### config.mk
export PLATFORM = sky130hd
export DESIGN_NAME = reg_wb_arbiter
export DESIGN_NICKNAME = d
export VERILOG_FILES = /design/src/rtl/reg_wb_arbiter_pkg.sv /design/src/rtl/reg_wb_arbiter_wb_scoreboard.sv /design/src/rtl/reg_wb_arbiter.sv
export SDC_FILE = /design/constraint.sdc
export NUM_CORES = 1
export LEC_CHECK = 0
export ABC_AREA = 1
export BUFFER_PORTS_ARGS = -buffer_cell sky130_fd_sc_hd__buf_4
export CAP_MARGIN = 20
export CORE_ASPECT_RATIO = 0.5
export CORE_UTILIZATION = 50
export DETAILED_ROUTE_END_ITERATION = 10
export PLACE_DENSITY = 0.78
export SLEW_MARGIN = 20
export SYNTH_ARGS = -nofsm -noshare
export SYNTH_HDL_FRONTEND = slang
export SYNTH_SLANG_ARGS = --single-unit
### constraint.sdc
create_clock -name clk -period 2.35 [get_ports clk]
set_input_delay 0.3525 -clock clk [delete_from_list [all_inputs] [get_ports clk]]
set_output_delay 0.3525 -clock clk [all_outputs]
set_load 0.01 [all_outputs]
### src/rtl/reg_wb_arbiter_pkg.sv
// Shared types and constants for the write-back arbiter and its register scoreboard.
// Latency: n/a (declarations only).
// Backpressure: n/a.
package reg_wb_arbiter_pkg;

    localparam int REG_ADDR_W = 5;
    localparam int NUM_REGS   = 32;
    // Width of the data field in the write-back record. The top-level XLEN
    // defaults to this value and must match it.
    localparam int WB_DATA_W  = 32;

    // Which requester wins a contested write-back cycle.
    typedef enum logic {
        ALU_FIRST = 1'b0,
        LSU_FIRST = 1'b1
    } prio_state_e;

    // One register-file write: destination register plus data.
    typedef struct packed {
        logic [REG_ADDR_W-1:0] rd;
        logic [WB_DATA_W-1:0]  data;
    } wb_rec_t;

endpackage

### src/rtl/reg_wb_arbiter_wb_scoreboard.sv
// Register busy scoreboard: marks registers with an in-flight producer and raises a stall on RAW/WAW hazards.
// Latency: stall is combinational from the issue addresses; set/clear take effect at the next clock edge.
// Backpressure: o_stall holds the issue stage; no new register is marked while the stall is high.
//
// Ports:
//   clk, i_rst                        clock, synchronous active-high reset (clears every busy bit)
//   i_issue_valid/i_issue_rd          instruction presented by issue, its destination (0 = no write)
//   i_rs1_addr/i_rs2_addr             its source registers
//   i_clr_en/i_clr_addr               write-back retiring a producer of i_clr_addr
//   o_stall                           hold the presented instruction
module reg_wb_arbiter_wb_scoreboard
    import reg_wb_arbiter_pkg::*;
(
    input  logic                  clk,
    input  logic                  i_rst,
    input  logic                  i_issue_valid,
    input  logic [REG_ADDR_W-1:0] i_issue_rd,
    input  logic [REG_ADDR_W-1:0] i_rs1_addr,
    input  logic [REG_ADDR_W-1:0] i_rs2_addr,
    input  logic                  i_clr_en,
    input  logic [REG_ADDR_W-1:0] i_clr_addr,
    output logic                  o_stall
);

    // Bit 0 is kept in the vector so any 5-bit address indexes it directly,
    // but it is forced to zero on every update: x0 never has a producer.
    logic [NUM_REGS-1:0] busy_q;
    logic [NUM_REGS-1:0] busy_d;
    logic                set_en;

    assign o_stall = i_issue_valid &
                     (busy_q[i_rs1_addr] | busy_q[i_rs2_addr] | busy_q[i_issue_rd]);

    assign set_en = i_issue_valid & ~o_stall & (i_issue_rd != '0);

    always_comb begin
        busy_d = busy_q;
        if (i_clr_en) begin
            busy_d[i_clr_addr] = 1'b0;
        end
        // Applied after the clear: a fresh producer of the same register
        // must stay marked even while the old one retires.
        if (set_en) begin
            busy_d[i_issue_rd] = 1'b1;
        end
        busy_d[0] = 1'b0;
    end

    always_ff @(posedge clk) begin
        if (i_rst) begin
            busy_q <= '0;
        end else begin
            busy_q <= busy_d;
        end
    end

endmodule

### src/rtl/reg_wb_arbiter.sv
// Write-back arbiter: shares the register file's single write port between ALU and LSU, with LSU starvation protection.
// Latency: 1 cycle from grant (valid & ready) to the registered o_rf_we/addr/data; one write per cycle.
// Backpressure: o_alu_ready/o_lsu_ready are combinational grants; a requester holds until its ready is high.
//
// Ports:
//   clk, i_rst                          clock, synchronous active-high reset
//   i_issue_valid/rd, i_rs1/2_addr      issue-stage instruction; o_stall holds it on RAW/WAW hazard
//   i_alu_*/o_alu_ready                 ALU write-back request and grant
//   i_lsu_*/o_lsu_ready                 LSU write-back request and grant
//   o_rf_we/o_rf_rd_addr/o_rf_rd_data   registered register-file write port
//   o_fwd_rsN, o_fwd_rsN_sel            operand forwarding from the write port (WB_FORWARD_EN only)
//
// Build option: define WB_FORWARD_EN to retire busy bits at the grant edge and
// forward the in-flight write to the issue operands; otherwise busy bits retire
// when the register file has latched the write.
module reg_wb_arbiter
    import reg_wb_arbiter_pkg::*;
#(
    parameter int XLEN         = WB_DATA_W,
    parameter int STARVE_LIMIT = 4
) (
    input  logic                  clk,
    input  logic                  i_rst,
    input  logic                  i_issue_valid,
    input  logic [REG_ADDR_W-1:0] i_issue_rd,
    input  logic [REG_ADDR_W-1:0] i_rs1_addr,
    input  logic [REG_ADDR_W-1:0] i_rs2_addr,
    output logic                  o_stall,
    input  logic                  i_alu_valid,
    input  logic [REG_ADDR_W-1:0] i_alu_rd,
    input  logic [XLEN-1:0]       i_alu_data,
    output logic                  o_alu_ready,
    input  logic                  i_lsu_valid,
    input  logic [REG_ADDR_W-1:0] i_lsu_rd,
    input  logic [XLEN-1:0]       i_lsu_data,
    output logic                  o_lsu_ready,
    output logic                  o_rf_we,
    output logic [REG_ADDR_W-1:0] o_rf_rd_addr,
    output logic [XLEN-1:0]       o_rf_rd_data
`ifdef WB_FORWARD_EN
    ,
    output logic [XLEN-1:0]       o_fwd_rs1,
    output logic [XLEN-1:0]       o_fwd_rs2,
    output logic                  o_fwd_rs1_sel,
    output logic                  o_fwd_rs2_sel
`endif
);

    localparam int                CNT_W   = $clog2(STARVE_LIMIT + 1);
    localparam logic [CNT_W-1:0] CNT_MAX = CNT_W'(STARVE_LIMIT);

    prio_state_e          state_q, state_d;
    logic [CNT_W-1:0]     cnt_q, cnt_d;
    logic                 we_q, we_d;
    wb_rec_t              wb_q, wb_d;
    wb_rec_t              gnt_rec;
    logic                 alu_gnt, lsu_gnt;
    logic                 clr_en;
    logic [REG_ADDR_W-1:0] clr_addr;

    // Arbitration and priority/starvation next state.
    always_comb begin
        alu_gnt = 1'b0;
        lsu_gnt = 1'b0;
        if (!i_rst) begin
            case (state_q)
                ALU_FIRST: begin
                    alu_gnt = i_alu_valid;
                    lsu_gnt = i_lsu_valid & ~i_alu_valid;
                end
                LSU_FIRST: begin
                    lsu_gnt = i_lsu_valid;
                    alu_gnt = i_alu_valid & ~i_lsu_valid;
                end
            endcase
        end

        // Counts consecutive cycles the LSU has been left waiting.
        cnt_d = '0;
        if (i_lsu_valid && !lsu_gnt) begin
            cnt_d = (cnt_q == CNT_MAX) ? cnt_q : cnt_q + CNT_W'(1);
        end

        state_d = state_q;
        if (state_q == LSU_FIRST && lsu_gnt) begin
            state_d = ALU_FIRST;
        end else if (cnt_d == CNT_MAX) begin
            // Flip on the cycle the count reaches the limit so the LSU is
            // served on the very next cycle.
            state_d = LSU_FIRST;
        end
    end

    assign o_alu_ready = alu_gnt;
    assign o_lsu_ready = lsu_gnt;

    // Granted write; rd==0 transfers are accepted but never reach the file.
    always_comb begin
        gnt_rec = lsu_gnt ? '{rd: i_lsu_rd, data: i_lsu_data}
                          : '{rd: i_alu_rd, data: i_alu_data};
        we_d    = (alu_gnt | lsu_gnt) & (gnt_rec.rd != '0);
        wb_d    = we_d ? gnt_rec : wb_q;
    end

    always_ff @(posedge clk) begin
        if (i_rst) begin
            state_q <= ALU_FIRST;
            cnt_q   <= '0;
            we_q    <= 1'b0;
            wb_q    <= '0;
        end else begin
            state_q <= state_d;
            cnt_q   <= cnt_d;
            we_q    <= we_d;
            wb_q    <= wb_d;
        end
    end

    assign o_rf_we      = we_q;
    assign o_rf_rd_addr = wb_q.rd;
    assign o_rf_rd_data = wb_q.data;

`ifdef WB_FORWARD_EN
    // Retire at the grant edge; the write-port cycle forwards the value.
    assign clr_en   = we_d;
    assign clr_addr = gnt_rec.rd;

    assign o_fwd_rs1     = wb_q.data;
    assign o_fwd_rs2     = wb_q.data;
    assign o_fwd_rs1_sel = we_q & (wb_q.rd == i_rs1_addr) & (i_rs1_addr != '0);
    assign o_fwd_rs2_sel = we_q & (wb_q.rd == i_rs2_addr) & (i_rs2_addr != '0);
`else
    // Retire only once the register file has latched the write.
    assign clr_en   = we_q;
    assign clr_addr = wb_q.rd;
`endif

    reg_wb_arbiter_wb_scoreboard u_scoreboard (
        .clk           (clk),
        .i_rst         (i_rst),
        .i_issue_valid (i_issue_valid),
        .i_issue_rd    (i_issue_rd),
        .i_rs1_addr    (i_rs1_addr),
        .i_rs2_addr    (i_rs2_addr),
        .i_clr_en      (clr_en),
        .i_clr_addr    (clr_addr),
        .o_stall       (o_stall)
    );

endmodule

==> impl_metrics.py, run 1 <==
metrics = {
    "timing": {
        "clock.fmax_mhz": 467,
        "finalHoldViolations": 0,
        "fin_worst_skew_ns": 0.00997,
        "finalCritPeriodShare_pct": 91.1,
        "drv_slew": 0,
        "slew_headroom_pct": 59.5,
        "setup-tns-final_ns": 0,
        "rsz0062_at_grt": "false",
        "fin_crit_ns": 2.14,
        "worstMarginPinSlew_ns": 0.606,
        "setup_viol": 0,
    },
    "setup_path": {
        "required_ns": 2.00,
        "crit_arrival_ns": 1.79,
        "max_stage_delay_ns": 0.37,
        "path_cells": "buf_4 -> nand2_1 -> nor2_1 -> a21oi_1 -> nand2_1 -> nand2_1 -> nand2_1 -> clkinv_1 -> nand2_1 -> nor2_4 -> a21boi_1 -> buf_4",
        "worstSetupEndpointType": "output pin",
        "crit_type": "primary input to output pin",
        "cpMaxStageDelayCell": "nand2_1",
        "startpoint_type": "primary input",
        "critPathMaxFanout": 12,
        "cpMostUsedCell": "nand2_1",
    },
    "pwr": {
        "p_seq_share_pct": 39.4,
        "switchingPower_w": 0.000968,
        "p_int_w": 0.00247,
        "max-vdd-ir-drop_mv": 0.358,
        "clkPwrFrac_pct": 39.6,
        "netSwitchingFraction_pct": 28.2,
        "leakage_nw": 2.83,
        "p_per_area_nw_per_um2": 585,
        "power_frac_comb_pct": 21.0,
    },
    "synthesis": {
        "synth_fp_nets": 854,
        "syn_area_sq_um": 4560,
        "synth_top_family_by_area": "simple AND/OR/NAND/NOR gates",
        "synth_top_area_cell": "dfxtp_1",
        "synth_compound_area_share_pct": 14.0,
        "synth_xor_area_share_pct": 0.384,
        "synth_ff_type": "dfxtp_1",
        "synth-simple-area-share_pct": 40.8,
        "synth-edff-count": 0,
        "async_flop_share_pct": 0,
        "yosys.cell_count.top_type": "nand2_1",
        "ys_seq_area_share_pct": 32.0,
        "synth_top_area_share_pct": 32.0,
        "syn_avg_cell_area_sq_um": 6.02,
        "synth_warnings": 0,
        "ys_top_cells_by_area": "dfxtp_1, nand2_1, nor2_1",
        "postSynthCellCount": 758,
        "synth_fa_ha_area_share_pct": 0.549,
        "synth_commonest_cells": "nand2_1, nor2_1, dfxtp_1, inv_1, nand3_1",
        "synthMuxAreaShare_pct": 0,
        "yosys.cell_types.count": 30,
        "synth_seq_cells": 73,
    },
    "min_path": {
        "holdCritPathClass": "primary input to flop",
    },
    "placed_design": {
        "dp_cells": 984,
        "dp_hpwl_um": 10100,
        "routabilityCongestion": 0.984,
        "port_buffers": 134,
    },
    "cts": {
        "post_cts_buffers": 0,
        "h-tree-depth": 3,
        "path_clk_slew_ns": 0.06,
        "cts.sinks": 73,
        "cts_buffers": 9,
        "cts_root_buffer": "clkbuf_16",
        "clockBufferDepth": 2,
        "tritoncts": "done",
        "worstSkewPairLatency_ns": 0.33,
    },
    "routing": {
        "route.detailed.drc": 0,
        "wl_per_cell_um": 13.8,
        "routed_wl_um": 13800,
        "ant_nets": 0,
        "num_vias": 5320,
        "drt-pass1-iter-count": 5,
        "vias_per_cell": 5.32,
        "initialDrtViolationCount": 393,
    },
    "final_layout": {
        "area_growth_pct": 28.7,
        "nNetsFinal": 974,
        "drive_above_1_share_pct": 20.3,
        "stdcell_count": 1000,
        "antenna_cells": 0,
    },
    "floorplanning": {
        "rows": 24,
        "core_area_sq_um": 8770,
        "die_w_um": 137,
        "start_util_pct": 52.0,
        "die_y_um": 69.5,
        "die_area_sq_um": 9530,
        "io_pins": 135,
    },
    "global_route": {
        "gr-total-overflow": 0,
        "antenna_found_initial": 0,
        "grt_pass1_vias": 4678,
        "grt_usage_pct": 29.3,
        "grt_pass1_wl_um": 22100,
        "grt_max_degree": 37,
    },
    "run": {
        "maxCapViolations": 0,
    },
    "status": {
        "status": "completed",
    },
}
==> placed cells by master, fill, tap and decap left out, drive strengths merged, types with 4 or more instances in the layout <==
master and count:
nor2 120, dfxtp 73, o21ai 71, nand4 31, a21oi 41, nand2 210, clkbuf 11, buf 151
inv 75, a22oi 4, nor3 7, nand3 70, clkinv 4
==> logic make-up after synthesis <==
| group | count (synthesis) |
|---|---|
| flops | 73 |
| simple gates | 439 |
| compound gates | 123 |
| fa+ha+maj | 2 |
| xor+xnor | 2 |
| buf+inv | 119 |
==> worst paths after layout <==
check	from	endpoint	slack, ns	depth (start not counted)
worst min-delay path	i_rst	o_rf_rd_addr[4]$_SDFFE_PP0P_	0.25	2
worst max register to register	state_q$_SDFFE_PP0N_	o_rf_rd_data[2]$_SDFFE_PP0P_	0.35	12
worst min register to register	state_q$_SDFFE_PP0N_	state_q$_SDFFE_PP0N_	0.47	2
worst max-delay path	i_issue_rd[1]	o_stall	0.21	12
==> state kept, by name, indices dropped and copies added, names as in the netlist <==
name and count:
o_rf_we 1, o_rf_rd_addr 5, u_scoreboard.busy_q 31, state_q 1, o_rf_rd_data 32, cnt_q 3
==> layout make-up <==
type / count / area, sq um
Multi-Input combinational cell: 566 / 2540
Clock buffer: 11 / 243
Fill cell: 868 / 2900
Inverter: 77 / 289
Tap cell: 117 / 146
Sequential cell: 73 / 1460
Timing Repair Buffer: 151 / 1130
Clock inverter: 5 / 55.1
==> per-layer routing <==
layer / global-route usage [%] / wire length [um] / part of all wire [%]
met5: 0 / 0 / 0
met4: 8.91 / 278 / 2.0
met3: 4.82 / 1030 / 7.4
met2: 49.1 / 6570 / 47
met1: 38.4 / 5960 / 43
==> critical path, delay by kind of cell <==
kind                   cells  cell delay (ns)
AND/OR/NAND/NOR            7             0.88
AO/OA/AOI/OAI              2             0.21
buffers and inverters      3             0.33
==> timing repair <==
| item | CTS | global route |
|---|---|---|
| hold buffers | 0 | 0 |
| setup endpoints to repair | 0 | 1 |
| gates resized for setup | 0 | 1 |
==> per-stage QoR <==
step | hold WS (ns) | setup WS [ns] | area, sq um | total power [W] | util (%)
final | 0.249 | 0.209 | 5870 | 0.00343 | 67.0
after global routing | 0.252 | 0.0208 | 5870 | 0.00359 | 67.0
after CTS | 0.245 | 0.201 | 5870 | 0.00344 | 67.0
after detailed placement | 0.469 | 0.215 | 5570 | 0.00209 | 63.6
after global placement | 0.462 | 0.202 | 5570 | 0.00208 | 63.6
after floorplan | 0.450 | 0.424 | 4560 | 0.00178 | -
==> power by group through the flow <==
stage          sequential, W  clock, W  combinational (W)
5_1_grt              0.00136   0.00144           0.000793
3_5_place_dp         0.00138         0           0.000715
4_1_cts              0.00135   0.00138           0.000717
3_3_place_gp         0.00138         0           0.000706
6_report             0.00135   0.00136           0.000721
2_1_floorplan        0.00140         0           0.000386
No activity file was read; power rests on OpenSTA's default activity.
==> inputs of run 2 (changes only) <==
Settings changed: CORE_UTILIZATION 50 to 47, PLACE_DENSITY 0.78 to 0.86.
Clock period 2.35 ns to 1.8 ns, I/O delays scaled along.
==> run 2 against run 1 <==
  * Via count grew 9.6%
  * Cell area grew 16%
  * Worst setup slack lost 0.38 ns
  * Combinational power grew 73%
  * Sequential share of layout area shrank 2.9 points
  * Clock skew grew 0.0029 ns
  * Global-route usage is essentially flat
  * Routed wire length grew 24%
  * Total power grew 43%
  * Final cell count grew 5.3%
  * Sequential power grew 32%
  * The flow now finishes with violations (setup timing)
  * Utilization grew 8.1 points
==> impl_metrics.py, run 2 (synthesis gave the netlist of run 1 again) <==
metrics = {
    "timing": {
        "setup_viol": 20,
        "drv_slew": 0,
        "rsz0062_at_grt": "true",
        "worstMarginPinSlew_ns": 0.527,
        "slew_headroom_pct": 64.9,
        "finalHoldViolations": 0,
        "finalCritPeriodShare_pct": 110,
        "fin_worst_skew_ns": 0.0128,
        "clock.fmax_mhz": 507,
        "layout_setup_ws_ns": -0.173,
        "fin_crit_ns": 1.97,
        "setup-tns-final_ns": -0.574,
        "hold_ws_ns": 0.162,
    },
    "setup_path": {
        "startpoint_type": "flop",
        "critPathMaxFanout": 6,
        "crit_arrival_ns": 2.22,
        "worstSetupEndpointType": "flop",
        "crit_type": "flop to flop",
        "required_ns": 2.04,
    },
    "global_route": {
        "grt_max_degree": 37,
        "grt_pass1_vias": 4966,
        "grt_pass1_wl_um": 23600,
        "antenna_found_initial": 0,
        "grt_usage_pct": 29.3,
        "gr-total-overflow": 0,
    },
    "routing": {
        "route.detailed.drc": 0,
        "routed_wl_um": 17200,
        "drt-pass1-iter-count": 5,
        "vias_per_cell": 5.54,
        "ant_nets": 0,
        "initialDrtViolationCount": 629,
        "wl_per_cell_um": 16.3,
        "num_vias": 5833,
    },
    "pwr": {
        "p_per_area_nw_per_um2": 721,
        "netSwitchingFraction_pct": 30.6,
        "power_frac_comb_pct": 25.6,
        "total_power_w": 0.00491,
        "max-vdd-ir-drop_mv": 0.464,
        "p_int_w": 0.00340,
        "clkPwrFrac_pct": 38.2,
        "leakage_nw": 3.21,
        "switchingPower_w": 0.00150,
        "p_seq_share_pct": 36.3,
    },
    "status": {
        "status": "finished, violations left",
        "violations": "setup timing",
    },
    "cts": {
        "clockBufferDepth": 2,
        "path_clk_slew_ns": 0.07,
        "cts_hold_buf": 0,
        "worstSkewPairLatency_ns": 0.34,
        "cts_root_buffer": "clkbuf_16",
        "cts_buffers": 9,
        "tritoncts": "done",
        "h-tree-depth": 3,
        "cts.sinks": 73,
    },
    "final_layout": {
        "largest_reg_flops": 32,
        "mostFrequentLayoutCell": "nand2_1",
        "area_growth_pct": 49.2,
        "nNetsFinal": 1014,
        "drive_above_1_share_pct": 40.5,
        "antenna_cells": 0,
        "layout.cells.most_common_list": "nand2_1, buf_4, nor2_1",
        "finalInstanceArea_sq_um": 6810,
    },
    "placed_design": {
        "dp_hpwl_um": 10500,
        "place_area_sq_um": 5780,
        "routabilityCongestion": 1.01,
        "port_buffers": 134,
    },
    "floorplanning": {
        "io_pins": 135,
        "core_area_sq_um": 9070,
        "die_w_um": 141,
        "die_y_um": 71.7,
        "die_area_sq_um": 10100,
        "start_util_pct": 50.3,
        "rows": 24,
    },
    "min_path": {
        "holdCritPathClass": "primary input to flop",
    },
    "run": {
        "maxCapViolations": 0,
    },
}
-- run 2: power groups by stage --
stage,logic (W),clock network (W),registers (W)
finish,0.00125,0.00187,0.00178
floorplan,0.000504,0,0.00183
global placement,0.000969,0,0.00180
global route,0.00134,0.00195,0.00179
detailed placement,0.000981,0,0.00180
CTS,0.00104,0.00186,0.00177
-- run 2: what timing repair did --
action,CTS,global route
endpoints found under the setup margin,36,64
cloned,1,6
buffers inserted,5,7
pin swaps,5,60
resized for setup,27,161
-- run 2: through the flow --
step / setup WS (ns) / util (%) / cells
after global placement: -0.0629 / 63.7 / 1019
final: -0.173 / 75.0 / 1053
after detailed placement: -0.159 / 63.7 / 1019
after floorplan: 0.0394 / - / 758
after global routing: -0.273 / 75.0 / 1053
after CTS: -0.0861 / 68.7 / 1041
-- run 2: cell type report --
cell class / instances / area, sq um
Clock buffer: 10 / 239
Clock inverter: 6 / 72.6
Fill cell: 688 / 2260
Inverter: 77 / 312
Multi-Input combinational cell: 566 / 2940
Sequential cell: 73 / 1500
Tap cell: 130 / 163
Timing Repair Buffer: 191 / 1580
-- run 2: worst max-delay path: stages (launching register included) --
cell and delay [ns]:
dfxtp_2 0.33, inv_2 0.08, nand2_4 0.07, nand2_8 0.11
inv_8 0.05, nand2_2 0.07, nand2_2 0.08, nor4_4 0.28
nand2_2 0.11, nand2_4 0.10, buf_12 0.15, clkbuf_16 0.16
o21ai_2 0.05, nor2_1 0.24
-- run 2: path summary, 6_finish.rpt --
path | from | end | slack, ns | cells past startpoint
worst min-delay path | i_rst | o_rf_rd_addr[4]$_SDFFE_PP0P_ | 0.16 | 2
worst min register to register | o_rf_rd_data[13]$_SDFFE_PP0P_ | o_rf_rd_data[13]$_SDFFE_PP0P_ | 0.48 | 2
worst max-delay path | state_q$_SDFFE_PP0N_ | o_rf_rd_addr[3]$_SDFFE_PP0P_ | -0.17 | 13
worst max register to register | state_q$_SDFFE_PP0N_ | o_rf_rd_addr[3]$_SDFFE_PP0P_ | -0.17 | 13
-- run 2: layer usage --
layer	track usage (%)	share of wire [%]
met2	49.0	46
met1	36.6	40
met3	7.29	9.8
met4	11.8	4.3
met5	0	0
